## src/rtl/control_fsm_pkg.sv

```systemverilog
//==============================================================================
// Module   : control_fsm_pkg
// Desc     : Shared mini-RISC encodings: opcodes, func codes, ALU/branch ops,
//            FSM state codes, instruction classes and the control word.
// Revision : 1.0 - initial release
//==============================================================================
`default_nettype none

package control_fsm_pkg;

    localparam logic [5:0] c_OP_RTYPE = 6'b000000;
    localparam logic [5:0] c_OP_ADDI  = 6'b000001;
    localparam logic [5:0] c_OP_COMPI = 6'b000010;
    localparam logic [5:0] c_OP_LW    = 6'b000011;
    localparam logic [5:0] c_OP_SW    = 6'b000100;
    localparam logic [5:0] c_OP_B     = 6'b000101;
    localparam logic [5:0] c_OP_BL    = 6'b000110;
    localparam logic [5:0] c_OP_BZ    = 6'b000111;
    localparam logic [5:0] c_OP_BNZ   = 6'b001000;
    localparam logic [5:0] c_OP_BLTZ  = 6'b001001;
    localparam logic [5:0] c_OP_HALT  = 6'b111111;

    localparam logic [5:0] c_FN_ADD   = 6'b000001;
    localparam logic [5:0] c_FN_COMP  = 6'b000010;
    localparam logic [5:0] c_FN_AND   = 6'b000011;
    localparam logic [5:0] c_FN_XOR   = 6'b000100;
    localparam logic [5:0] c_FN_SHLL  = 6'b000101;
    localparam logic [5:0] c_FN_SHRL  = 6'b000110;
    localparam logic [5:0] c_FN_SHRA  = 6'b000111;

    localparam logic [3:0] c_ALU_ADD  = 4'b0000;
    localparam logic [3:0] c_ALU_COMP = 4'b0001;
    localparam logic [3:0] c_ALU_AND  = 4'b0010;
    localparam logic [3:0] c_ALU_XOR  = 4'b0011;
    localparam logic [3:0] c_ALU_SHLL = 4'b0100;
    localparam logic [3:0] c_ALU_SHRL = 4'b0101;
    localparam logic [3:0] c_ALU_SHRA = 4'b0110;

    localparam logic [4:0] c_BR_NONE  = 5'd0;
    localparam logic [4:0] c_BR_B     = 5'd1;
    localparam logic [4:0] c_BR_BL    = 5'd2;
    localparam logic [4:0] c_BR_BZ    = 5'd3;
    localparam logic [4:0] c_BR_BNZ   = 5'd4;
    localparam logic [4:0] c_BR_BLTZ  = 5'd5;

    localparam logic [2:0] c_ST_FETCH  = 3'd0;
    localparam logic [2:0] c_ST_DECODE = 3'd1;
    localparam logic [2:0] c_ST_EXEC   = 3'd2;
    localparam logic [2:0] c_ST_MEM    = 3'd3;
    localparam logic [2:0] c_ST_WB     = 3'd4;
    localparam logic [2:0] c_ST_HALT   = 3'd5;

    typedef enum logic [2:0] {
        ST_FETCH  = c_ST_FETCH,
        ST_DECODE = c_ST_DECODE,
        ST_EXEC   = c_ST_EXEC,
        ST_MEM    = c_ST_MEM,
        ST_WB     = c_ST_WB,
        ST_HALT   = c_ST_HALT
    } state_t;

    typedef enum logic [2:0] {
        CL_NONE   = 3'd0,
        CL_RTYPE  = 3'd1,
        CL_IMM    = 3'd2,
        CL_LOAD   = 3'd3,
        CL_STORE  = 3'd4,
        CL_BRANCH = 3'd5,
        CL_HALT   = 3'd6
    } iclass_t;

    typedef struct packed {
        logic       ir_load;
        logic       pc_write;
        logic [1:0] reg_write;
        logic [1:0] reg_write_mux_ctrl;
        logic       alu_mux_ctrl;
        logic       imm_mux_ctrl;
        logic [3:0] alu_op;
        logic       dmem_enable;
        logic       dmem_write_enable;
        logic [4:0] br_op;
        logic       is_branch;
    } ctrl_t;

    localparam ctrl_t c_CTRL_IDLE  = '0;
    localparam ctrl_t c_CTRL_FETCH = '{ir_load: 1'b1, default: '0};

    // Returns {legal, alu_op} for an R-type function field.
    function automatic logic [4:0] rtype_alu(input logic [5:0] fn);
        case (fn)
            c_FN_ADD:  return {1'b1, c_ALU_ADD};
            c_FN_COMP: return {1'b1, c_ALU_COMP};
            c_FN_AND:  return {1'b1, c_ALU_AND};
            c_FN_XOR:  return {1'b1, c_ALU_XOR};
            c_FN_SHLL: return {1'b1, c_ALU_SHLL};
            c_FN_SHRL: return {1'b1, c_ALU_SHRL};
            c_FN_SHRA: return {1'b1, c_ALU_SHRA};
            default:   return {1'b0, c_ALU_ADD};
        endcase
    endfunction

endpackage

`default_nettype wire

```

## src/rtl/control_decode.sv

```systemverilog
//==============================================================================
// Module   : control_decode
// Desc     : Combinational opcode/func decoder: instruction class, ALU op,
//            branch op, link flag and illegal-instruction flag.
// Revision : 1.0 - initial release
//==============================================================================
`default_nettype none

module control_decode
    import control_fsm_pkg::*;
(
    input  logic [5:0] opcode,
    input  logic [5:0] func,
    output iclass_t    iclass,
    output logic [3:0] alu_op,
    output logic [4:0] br_op,
    output logic       is_link,
    output logic       illegal
);

    logic [4:0] w_rtype;

    assign w_rtype = rtype_alu(func);

    always_comb begin
        iclass  = CL_NONE;
        alu_op  = c_ALU_ADD;
        br_op   = c_BR_NONE;
        is_link = 1'b0;
        illegal = 1'b0;
        case (opcode)
            c_OP_RTYPE: begin
                iclass  = CL_RTYPE;
                alu_op  = w_rtype[3:0];
                illegal = ~w_rtype[4];
            end
            c_OP_ADDI: begin
                iclass = CL_IMM;
                alu_op = c_ALU_ADD;
            end
            c_OP_COMPI: begin
                iclass = CL_IMM;
                alu_op = c_ALU_COMP;
            end
            c_OP_LW:   iclass = CL_LOAD;
            c_OP_SW:   iclass = CL_STORE;
            c_OP_B: begin
                iclass = CL_BRANCH;
                br_op  = c_BR_B;
            end
            c_OP_BL: begin
                iclass  = CL_BRANCH;
                br_op   = c_BR_BL;
                is_link = 1'b1;
            end
            c_OP_BZ: begin
                iclass = CL_BRANCH;
                br_op  = c_BR_BZ;
            end
            c_OP_BNZ: begin
                iclass = CL_BRANCH;
                br_op  = c_BR_BNZ;
            end
            c_OP_BLTZ: begin
                iclass = CL_BRANCH;
                br_op  = c_BR_BLTZ;
            end
            c_OP_HALT: iclass = CL_HALT;
            default:   illegal = 1'b1;
        endcase
    end

endmodule

`default_nettype wire

```

## src/rtl/control_fsm.sv

```systemverilog
//==============================================================================
// Module   : control_fsm
// Desc     : Multi-cycle mini-RISC control unit (Moore FSM, registered outputs).
// Revision : 1.0 - initial release
//==============================================================================
`default_nettype none

module control_fsm
    import control_fsm_pkg::*;
(
    input  logic       clk,
    input  logic       rst,
    input  logic [5:0] opcode_in,
    input  logic [5:0] func_in,
    output logic [1:0] reg_write,
    output logic       imm_mux_ctrl,
    output logic       alu_mux_ctrl,
    output logic [3:0] alu_op,
    output logic       dmem_enable,
    output logic       dmem_write_enable,
    output logic [1:0] reg_write_mux_ctrl,
    output logic [4:0] br_op,
    output logic       is_branch,
    output logic       ir_load,
    output logic       pc_write,
    output logic       halted,
    output logic       illegal
);

    state_t     r_state;
    state_t     w_state_next;
    logic [5:0] r_opcode;
    logic [5:0] r_func;
    ctrl_t      r_ctrl;
    ctrl_t      w_ctrl_next;
    logic       r_halted;
    logic       r_illegal;

    logic [5:0] w_dec_opcode;
    logic [5:0] w_dec_func;
    iclass_t    w_iclass;
    logic [3:0] w_alu_op;
    logic [4:0] w_br_op;
    logic       w_is_link;
    logic       w_dec_illegal;

    // In DECODE the live inputs are decoded so EXEC outputs can be registered
    // on the same edge that latches them; afterwards only the latched copy counts.
    assign w_dec_opcode = (r_state == ST_DECODE) ? opcode_in : r_opcode;
    assign w_dec_func   = (r_state == ST_DECODE) ? func_in   : r_func;

    control_decode u_decode (
        .opcode  (w_dec_opcode),
        .func    (w_dec_func),
        .iclass  (w_iclass),
        .alu_op  (w_alu_op),
        .br_op   (w_br_op),
        .is_link (w_is_link),
        .illegal (w_dec_illegal)
    );

    always_comb begin
        w_state_next = r_state;
        case (r_state)
            ST_FETCH:  w_state_next = ST_DECODE;
            ST_DECODE: begin
                if (w_dec_illegal || (w_iclass == CL_HALT))
                    w_state_next = ST_HALT;
                else
                    w_state_next = ST_EXEC;
            end
            ST_EXEC: begin
                case (w_iclass)
                    CL_BRANCH:         w_state_next = ST_FETCH;
                    CL_LOAD, CL_STORE: w_state_next = ST_MEM;
                    default:           w_state_next = ST_WB;
                endcase
            end
            ST_MEM:    w_state_next = (w_iclass == CL_LOAD) ? ST_WB : ST_FETCH;
            ST_WB:     w_state_next = ST_FETCH;
            ST_HALT:   w_state_next = ST_HALT;
            default:   w_state_next = ST_FETCH;
        endcase
    end

    always_comb begin
        w_ctrl_next = c_CTRL_IDLE;
        if (w_state_next == ST_FETCH) begin
            w_ctrl_next.ir_load = 1'b1;
        end else if (w_state_next inside {ST_EXEC, ST_MEM, ST_WB}) begin
            // ALU controls stay stable from EXEC through the final state
            if (w_iclass != CL_BRANCH) begin
                w_ctrl_next.alu_op       = w_alu_op;
                w_ctrl_next.alu_mux_ctrl = (w_iclass != CL_RTYPE);
                w_ctrl_next.imm_mux_ctrl = (w_iclass == CL_LOAD) || (w_iclass == CL_STORE);
            end
            case (w_state_next)
                ST_EXEC: begin
                    if (w_iclass == CL_BRANCH) begin
                        w_ctrl_next.br_op     = w_br_op;
                        w_ctrl_next.is_branch = 1'b1;
                        w_ctrl_next.pc_write  = 1'b1;
                        if (w_is_link) begin
                            w_ctrl_next.reg_write          = 2'b10;
                            w_ctrl_next.reg_write_mux_ctrl = 2'b01;
                        end
                    end
                end
                ST_MEM: begin
                    w_ctrl_next.dmem_enable = 1'b1;
                    if (w_iclass == CL_STORE) begin
                        w_ctrl_next.dmem_write_enable = 1'b1;
                        w_ctrl_next.pc_write          = 1'b1;
                    end
                end
                ST_WB: begin
                    w_ctrl_next.reg_write          = 2'b01;
                    w_ctrl_next.reg_write_mux_ctrl = (w_iclass == CL_LOAD) ? 2'b00 : 2'b10;
                    w_ctrl_next.pc_write           = 1'b1;
                end
                default: ;
            endcase
        end
    end

    always_ff @(posedge clk) begin
        if (rst) begin
            r_state   <= ST_FETCH;
            r_opcode  <= '0;
            r_func    <= '0;
            r_ctrl    <= c_CTRL_FETCH;
            r_halted  <= 1'b0;
            r_illegal <= 1'b0;
        end else begin
            r_state  <= w_state_next;
            r_ctrl   <= w_ctrl_next;
            r_halted <= (w_state_next == ST_HALT);
            if (r_state == ST_DECODE) begin
                r_opcode <= opcode_in;
                r_func   <= func_in;
                if (w_dec_illegal)
                    r_illegal <= 1'b1;
            end
        end
    end

    assign ir_load            = r_ctrl.ir_load;
    assign pc_write           = r_ctrl.pc_write;
    assign reg_write          = r_ctrl.reg_write;
    assign reg_write_mux_ctrl = r_ctrl.reg_write_mux_ctrl;
    assign alu_mux_ctrl       = r_ctrl.alu_mux_ctrl;
    assign imm_mux_ctrl       = r_ctrl.imm_mux_ctrl;
    assign alu_op             = r_ctrl.alu_op;
    assign dmem_enable        = r_ctrl.dmem_enable;
    assign dmem_write_enable  = r_ctrl.dmem_write_enable;
    assign br_op              = r_ctrl.br_op;
    assign is_branch          = r_ctrl.is_branch;
    assign halted             = r_halted;
    assign illegal            = r_illegal;

endmodule

`default_nettype wire

```

## config.mk

```make
export PLATFORM = sky130hd
export DESIGN_NAME = control_fsm
export DESIGN_NICKNAME = d
export VERILOG_FILES = /design/src/rtl/control_fsm_pkg.sv /design/src/rtl/control_decode.sv /design/src/rtl/control_fsm.sv
export SDC_FILE = /design/constraint.sdc
export NUM_CORES = 1
export LEC_CHECK = 0
export BUFFER_PORTS_ARGS = -buffer_cell sky130_fd_sc_hd__buf_4
export CAP_MARGIN = 20
export CORE_MARGIN = 2
export CORE_UTILIZATION = 50
export DETAILED_ROUTE_END_ITERATION = 16
export GPL_ROUTABILITY_DRIVEN = 1
export HOLD_SLACK_MARGIN = 0.03
export PLACE_DENSITY = 0.72
export SLEW_MARGIN = 20
export SYNTH_ARGS = -nofsm -noshare
export SYNTH_HDL_FRONTEND = slang
export SYNTH_SLANG_ARGS = --single-unit
```

## constraint.sdc

```tcl
create_clock -name clk -period 2.7 [get_ports clk]
set_clock_uncertainty 0.15 [all_clocks]
set_input_delay 0.675 -clock clk [delete_from_list [all_inputs] [get_ports clk]]
set_output_delay 0.675 -clock clk [all_outputs]
set_load 0.05 [all_outputs]
```

==> results_dict.tcl, run 1 <==
set metrics [dict create \
    final.setup.tns_ns 0 \
    status "finished clean" \
    syn2layout_area_growth_pct 16.6 \
    p_int_mw 1.16 \
    r2r-end "pc_write$_SDFF_PP0_" \
    numCtsBuffers 5 \
    cap_violations 0 \
    fp.dieW_um 62.3 \
    min_period_ns 2.44 \
    num_io_pins 36 \
    coreArea_um2 3310 \
    ant_nets 0 \
    synthCells 203 \
    holdPathStages 2 \
    dpl.cell_count 271 \
    cts_tree "yes" \
    p_clk_share_pct 11.1 \
    cts.sinks 33 \
    multi_input_area_um2 923 \
    worst-setup-path-type "reg2reg" \
    dpl_cell_area_um2 1940 \
    yosysSeqAreaShare_pct 38.9 \
    regArea_um2 661 \
    viasPerCell 5.43 \
    start_util_pct 51.3 \
    yosys_warnings 0 \
    max-slew-margin-rel_pct 64.1 \
    ys_seq_elements 33 \
    grt_usage_pct 19.9 \
    arrival_ns 2.50 \
    totalWireLength_um 3650 \
    final_cell_mix "37 x buf_4, 36 x nand2_1, 33 x dfxtp_1" \
    p_leak_nw 0.837 \
    path_max_fanout 13 \
    cts_buffer_depth 2 \
    gp_congestion 0.805 \
    end_kind "register" \
    dr.pass1.iters 4 \
    avgSynthCellArea_um2 8.37 \
    synthArstFlopShare_pct 0 \
    first_global_vias 1354 \
    drc 0 \
    antenna_cells 0 \
    combPwrFrac_pct 55.1 \
    die_y_um 62.3 \
    hold_viol 0 \
    dieArea_um2 3880 \
    swShare_pct 45.3 \
    num_vias 1503 \
    r2r_start "r_state[0]$_SDFF_PP0_" \
    power_frac_seq_pct 33.8 \
    final_common_cell "buf_4" \
    cp-start-kind "register" \
    syn_area_um2 1700 \
    fin_area_um2 1980 \
    htreeDepth 2 \
    clkSlewWorstSetupHoldPaths_ns 0.10 \
    r2r_cells 7 \
    slew_viol_final 0 \
    synth_edf_count 0 \
    rsz0062_at_grt "false" \
    setup_viol 0 \
    fmax_mhz 410 \
    numPortBuffers 32 \
    grt_start_max_net_pins 26 \
    dp_hpwl_um 2720 \
    drive_gt1_share_pct 26.4 \
    required_ns 2.76 \
    n_fill_cell 342 \
    cts_hold_buf 0 \
    worstHoldEndpoint "r_func[3]$_SDFF_PP0_" \
    overflow 0 \
    cts_root_buf "clkbuf_4" \
    powerDensity_nw_per_um2 1070 \
    num_rows 21 \
    ff2ff_setup_slack_ns 0.26 \
    timing.final.crit_share_pct 90.4 \
    hp-class "reg2reg" \
    switchingPower_mw 0.962 \
    final_cells 277 \
    grt_pass1_wl_um 6180 \
    wire_per_inst_um 13.2 \
    final_nets 246 \
    synth_flop_cell "dfxtp_1" \
    clk_latency_ns 0.33 \
    drt_iter0_markers 75 \
    cts.repair.resized 0 \
    ys_types 56 \
    vdd_drop_max_mv 0.530 \
    grt_antenna_before_repair 0 \
    post-cts-setup-buffers 0 \
    worstMarginPinSlew_ns 0.538 \
    hp-start "r_func[3]$_SDFF_PP0_" \
]
-- cells by family (layout without fill, tap and decap cells) --
| logic type | after synthesis | count (layout) | share of synthesized area, % |
|---|---|---|---|
| muxes | 2 | 2 | 1.18 |
| DFF | 33 | 33 | 38.9 |
| and+or+nand+nor | 99 | 99 | 33.8 |
| buffers and inverters | 22 | 48 | 7.22 |
| AOI/OAI and AO/OA | 46 | 46 | 18.7 |
| other | 1 | 3 | 0.221 |
-- critical path, stage by stage (launching register included) --
cell and delay [ns]:
dfxtp_1 0.49, nor3b_4 0.54, buf_4 0.24, nor4_4 0.05
o221ai_2 0.31, and3_1 0.25, o31a_1 0.20, o211ai_2 0.09
-- how the worst max path moves through the flow --
stage | start | to | slack (ns) | cells past startpoint
5_1_grt | r_state[0]$_SDFF_PP0_ | alu_mux_ctrl$_SDFF_PP0_ | 0.13 | 7
3_5_place_dp | opcode_in[3] | pc_write$_SDFF_PP0_ | 0.18 | 7
3_3_place_gp | opcode_in[3] | imm_mux_ctrl$_SDFF_PP0_ | 0.23 | 7
2_1_floorplan | opcode_in[2] | pc_write$_SDFF_PP0_ | 0.45 | 7
4_1_cts | r_state[0]$_SDFF_PP0_ | pc_write$_SDFF_PP0_ | 0.27 | 7
6_report | r_state[0]$_SDFF_PP0_ | pc_write$_SDFF_PP0_ | 0.26 | 7
-- per-stage QoR --
| stage | util, % | setup WS, ns | total power, mW | hold slack [ns] |
|---|---|---|---|---|
| floorplan | - | 0.449 | 1.65 | 0.286 |
| global placement | 58.5 | 0.229 | 1.88 | 0.295 |
| detailed placement | 58.5 | 0.182 | 1.89 | 0.300 |
| CTS | 59.8 | 0.268 | 2.13 | 0.315 |
| global route | 59.8 | 0.126 | 2.27 | 0.345 |
| finish | 59.8 | 0.260 | 2.12 | 0.311 |
-- final cells by class --
type / count / share of cell area, %
multi-input combinational: 150 / 46.6
timing repair buffer: 37 / 14.0
clock inverter: 1 / 0.253
inverter: 5 / 0.948
sequential: 33 / 33.4
tap: 46 / 2.91
clock buffer: 5 / 1.90
-- state kept, by name (all words and copies together) (netlist names) --
register            count
is_branch               1
r_func                  6
reg_write               1
pc_write                1
ir_load                 1
halted                  1
illegal                 1
dmem_enable             1
r_opcode                6
alu_mux_ctrl            1
br_op                   3
r_state                 3
dmem_write_enable       1
alu_op                  3
reg_write_mux_ctrl      2
imm_mux_ctrl            1
-- synthesized netlist by cell type, types with 2 or more instances --
master / instances / area, µm²
dfxtp_1: 33 / 661
o211ai_1: 3 / 22.5
a21oi_1: 16 / 80.1
o21ai_0: 11 / 55.1
nand2_1: 36 / 135
a211oi_1: 2 / 15.0
buf_1: 2 / 7.51
mux2i_1: 2 / 20.0
nor3b_1: 4 / 30.0
buf_6: 3 / 33.8
and3_4: 2 / 22.5
and3b_1: 2 / 17.5
nand3_1: 3 / 15.0
a21o_1: 2 / 15.0
nor2_1: 18 / 67.6
inv_1: 4 / 15.0
and3_1: 2 / 12.5
clkbuf_1: 6 / 22.5
nor3b_4: 2 / 37.5
nor3_2: 2 / 20.0
nor3_1: 8 / 40.0
buf_4: 4 / 30.0
nor4_1: 3 / 18.8
-- layer usage --
layer	vias up	global-route usage [%]	share of wire, %
met4	0	6.39	1.3
met1	680	27.0	46
met2	53	31.1	46
met3	4	4.89	7.0
li1	766	-	-
met5	-	0	0
-- power groups by stage --
stage          registers, mW  clock network (mW)  logic (mW)
2_1_floorplan          0.792                   0       0.855
4_1_cts                0.719               0.248        1.17
3_5_place_dp           0.729                   0        1.16
3_3_place_gp           0.725                   0        1.15
5_1_grt                0.740               0.267        1.27
6_report               0.718               0.236        1.17
Power figures use the tool's default switching activity.
==> inputs of run 2 (changes only) <==
ABC_CLOCK_PERIOD_IN_PS = 2700   (was default)
CELL_PAD_IN_SITES_DETAIL_PLACEMENT = 1   (was default)
CELL_PAD_IN_SITES_GLOBAL_PLACEMENT = 1   (was default)
CORE_UTILIZATION = 39   (was 50)
PLACE_DENSITY = 0.75   (was 0.72)
==> results_dict.tcl, run 2 (synthesized netlist as in run 1, its figures left out) <==
set metrics [dict create \
    timing.final.crit_share_pct 88.3 \
    numCtsBuffers 5 \
    use_met1_pct 25.2 \
    combPwrFrac_pct 50.3 \
    critical-path-top-delay-family "simple AND/OR/NAND/NOR gates" \
    required_ns 2.72 \
    grt_usage_pct 19.2 \
    cap_violations 0 \
    coreArea_um2 4260 \
    n_fill_cell 531 \
    clkSlewWorstSetupHoldPaths_ns 0.07 \
    end_kind "register" \
    rsz0062_at_grt "false" \
    max_stage_delay_ns 0.44 \
    num_vias 1513 \
    dp_hpwl_um 3160 \
    arrival_ns 2.40 \
    htreeDepth 2 \
    report.power.total_mw 2.40 \
    final_nets 245 \
    cts.sinks 33 \
    final.setup.tns_ns 0 \
    syn2layout_area_growth_pct 21.6 \
    overflow 0 \
    start_util_pct 39.8 \
    cts.repair.resized 0 \
    first_global_vias 1501 \
    num_io_pins 36 \
    powerDensity_nw_per_um2 1160 \
    hp-class "reg2reg" \
    switchingPower_mw 1.03 \
    cts_root_buf "clkbuf_8" \
    worstMarginPinSlew_ns 0.505 \
    numPortBuffers 32 \
    setup_viol 0 \
    path_max_fanout 30 \
    setup_slack_ns 0.315 \
    max-slew-margin-rel_pct 65.9 \
    antenna_cells 0 \
    grt.busiest_layer "met2" \
    worst-setup-path-type "reg2reg" \
    hold_slack_ns 0.311 \
    path_cells "buf_4, nor3b_4, buf_12, or4_4, o221ai_2, and3_1, o31a_1, o211ai_2" \
    path_buf_inv 2 \
    p_leak_nw 0.868 \
    drc 0 \
    min_period_ns 2.38 \
    place_ws_ns 0.126 \
    cp_num_cells 8 \
    p_clk_share_pct 20.0 \
    viasPerCell 5.33 \
    fmax_mhz 419 \
    grt_pass1_wl_um 7520 \
    num_rows 24 \
    dpl_cell_area_um2 1950 \
    grt_use_met3_pct 4.62 \
    power_frac_seq_pct 29.7 \
    grt_antenna_before_repair 0 \
    grtUsageMet2_pct 31.3 \
    holdPathStages 2 \
    reg.largest.list "r_func (6), r_opcode (6)" \
    dr.pass1.iters 4 \
    final_common_cell "nand2_1" \
    fin_util_pct 48.5 \
    cp-start-kind "register" \
    p_int_mw 1.37 \
    ant_nets 0 \
    gp_congestion 0.813 \
    drive_gt1_share_pct 26.3 \
    r2r_cells 8 \
    dpl.cell_count 276 \
    slew_viol_final 0 \
    hold_viol 0 \
    cts_hold_buf 0 \
    status "finished clean" \
    final_cells 284 \
    clk_latency_ns 0.29 \
    cts_buffer_depth 2 \
    dieArea_um2 4900 \
    cts_tree "yes" \
    post-cts-setup-buffers 0 \
    cp_slowest_cell "or4_4" \
    totalWireLength_um 4440 \
    drt_iter0_markers 36 \
    grt_start_max_net_pins 31 \
    fp.dieW_um 70.0 \
    final_cell_mix "36 x nand2_1, 35 x buf_4, 33 x dfxtp_1" \
    wire_per_inst_um 15.6 \
    vdd_drop_max_mv 0.439 \
    fin_area_um2 2070 \
    swShare_pct 43.0 \
    die_y_um 70.0 \
]
[run 2: worst paths after layout]
check | to | start | slack, ns
max | pc_write$_SDFF_PP0_ | r_state[0]$_SDFF_PP0_ | 0.32
min | r_func[3]$_SDFF_PP0_ | r_func[3]$_SDFF_PP0_ | 0.31
max reg2reg | pc_write$_SDFF_PP0_ | r_state[0]$_SDFF_PP0_ | 0.32
min reg2reg | r_func[3]$_SDFF_PP0_ | r_func[3]$_SDFF_PP0_ | 0.31
[run 2: final cells by class]
class | count | area (µm²) | share of cell area, %
multi-input combinational | 150 | 923 | 44.7
sequential | 33 | 661 | 32.0
timing repair buffer | 36 | 283 | 13.7
clock buffer | 7 | 86.3 | 4.18
tap | 52 | 65.1 | 3.15
clock inverter | 1 | 30.0 | 1.45
inverter | 5 | 18.8 | 0.908
[run 2: layer usage]
| metal | wire (µm) | up-vias | part of all wire, % |
|---|---|---|---|
| li1 | - | 762 | - |
| met1 | 2150 | 714 | 48 |
| met3 | 168 | 5 | 3.8 |
| met5 | 0 | - | 0 |
| met4 | 57 | 0 | 1.3 |
| met2 | 2070 | 32 | 47 |
[run 2: power by group through the flow]
stage / Sequential [mW] / Combinational, mW / Clock (mW)
6_report: 0.714 / 1.21 / 0.482
3_3_place_gp: 0.717 / 1.19 / 0
3_5_place_dp: 0.721 / 1.20 / 0
5_1_grt: 0.732 / 1.33 / 0.511
4_1_cts: 0.714 / 1.21 / 0.490
2_1_floorplan: 0.792 / 0.855 / 0
[run 2: worst register-to-register path, cell delays in order, from the launching register on]
cell	delay, ns
dfxtp_1	0.30
buf_4	0.15
nor3b_4	0.16
buf_12	0.18
or4_4	0.45
o221ai_2	0.31
and3_1	0.27
o31a_1	0.21
o211ai_2	0.08
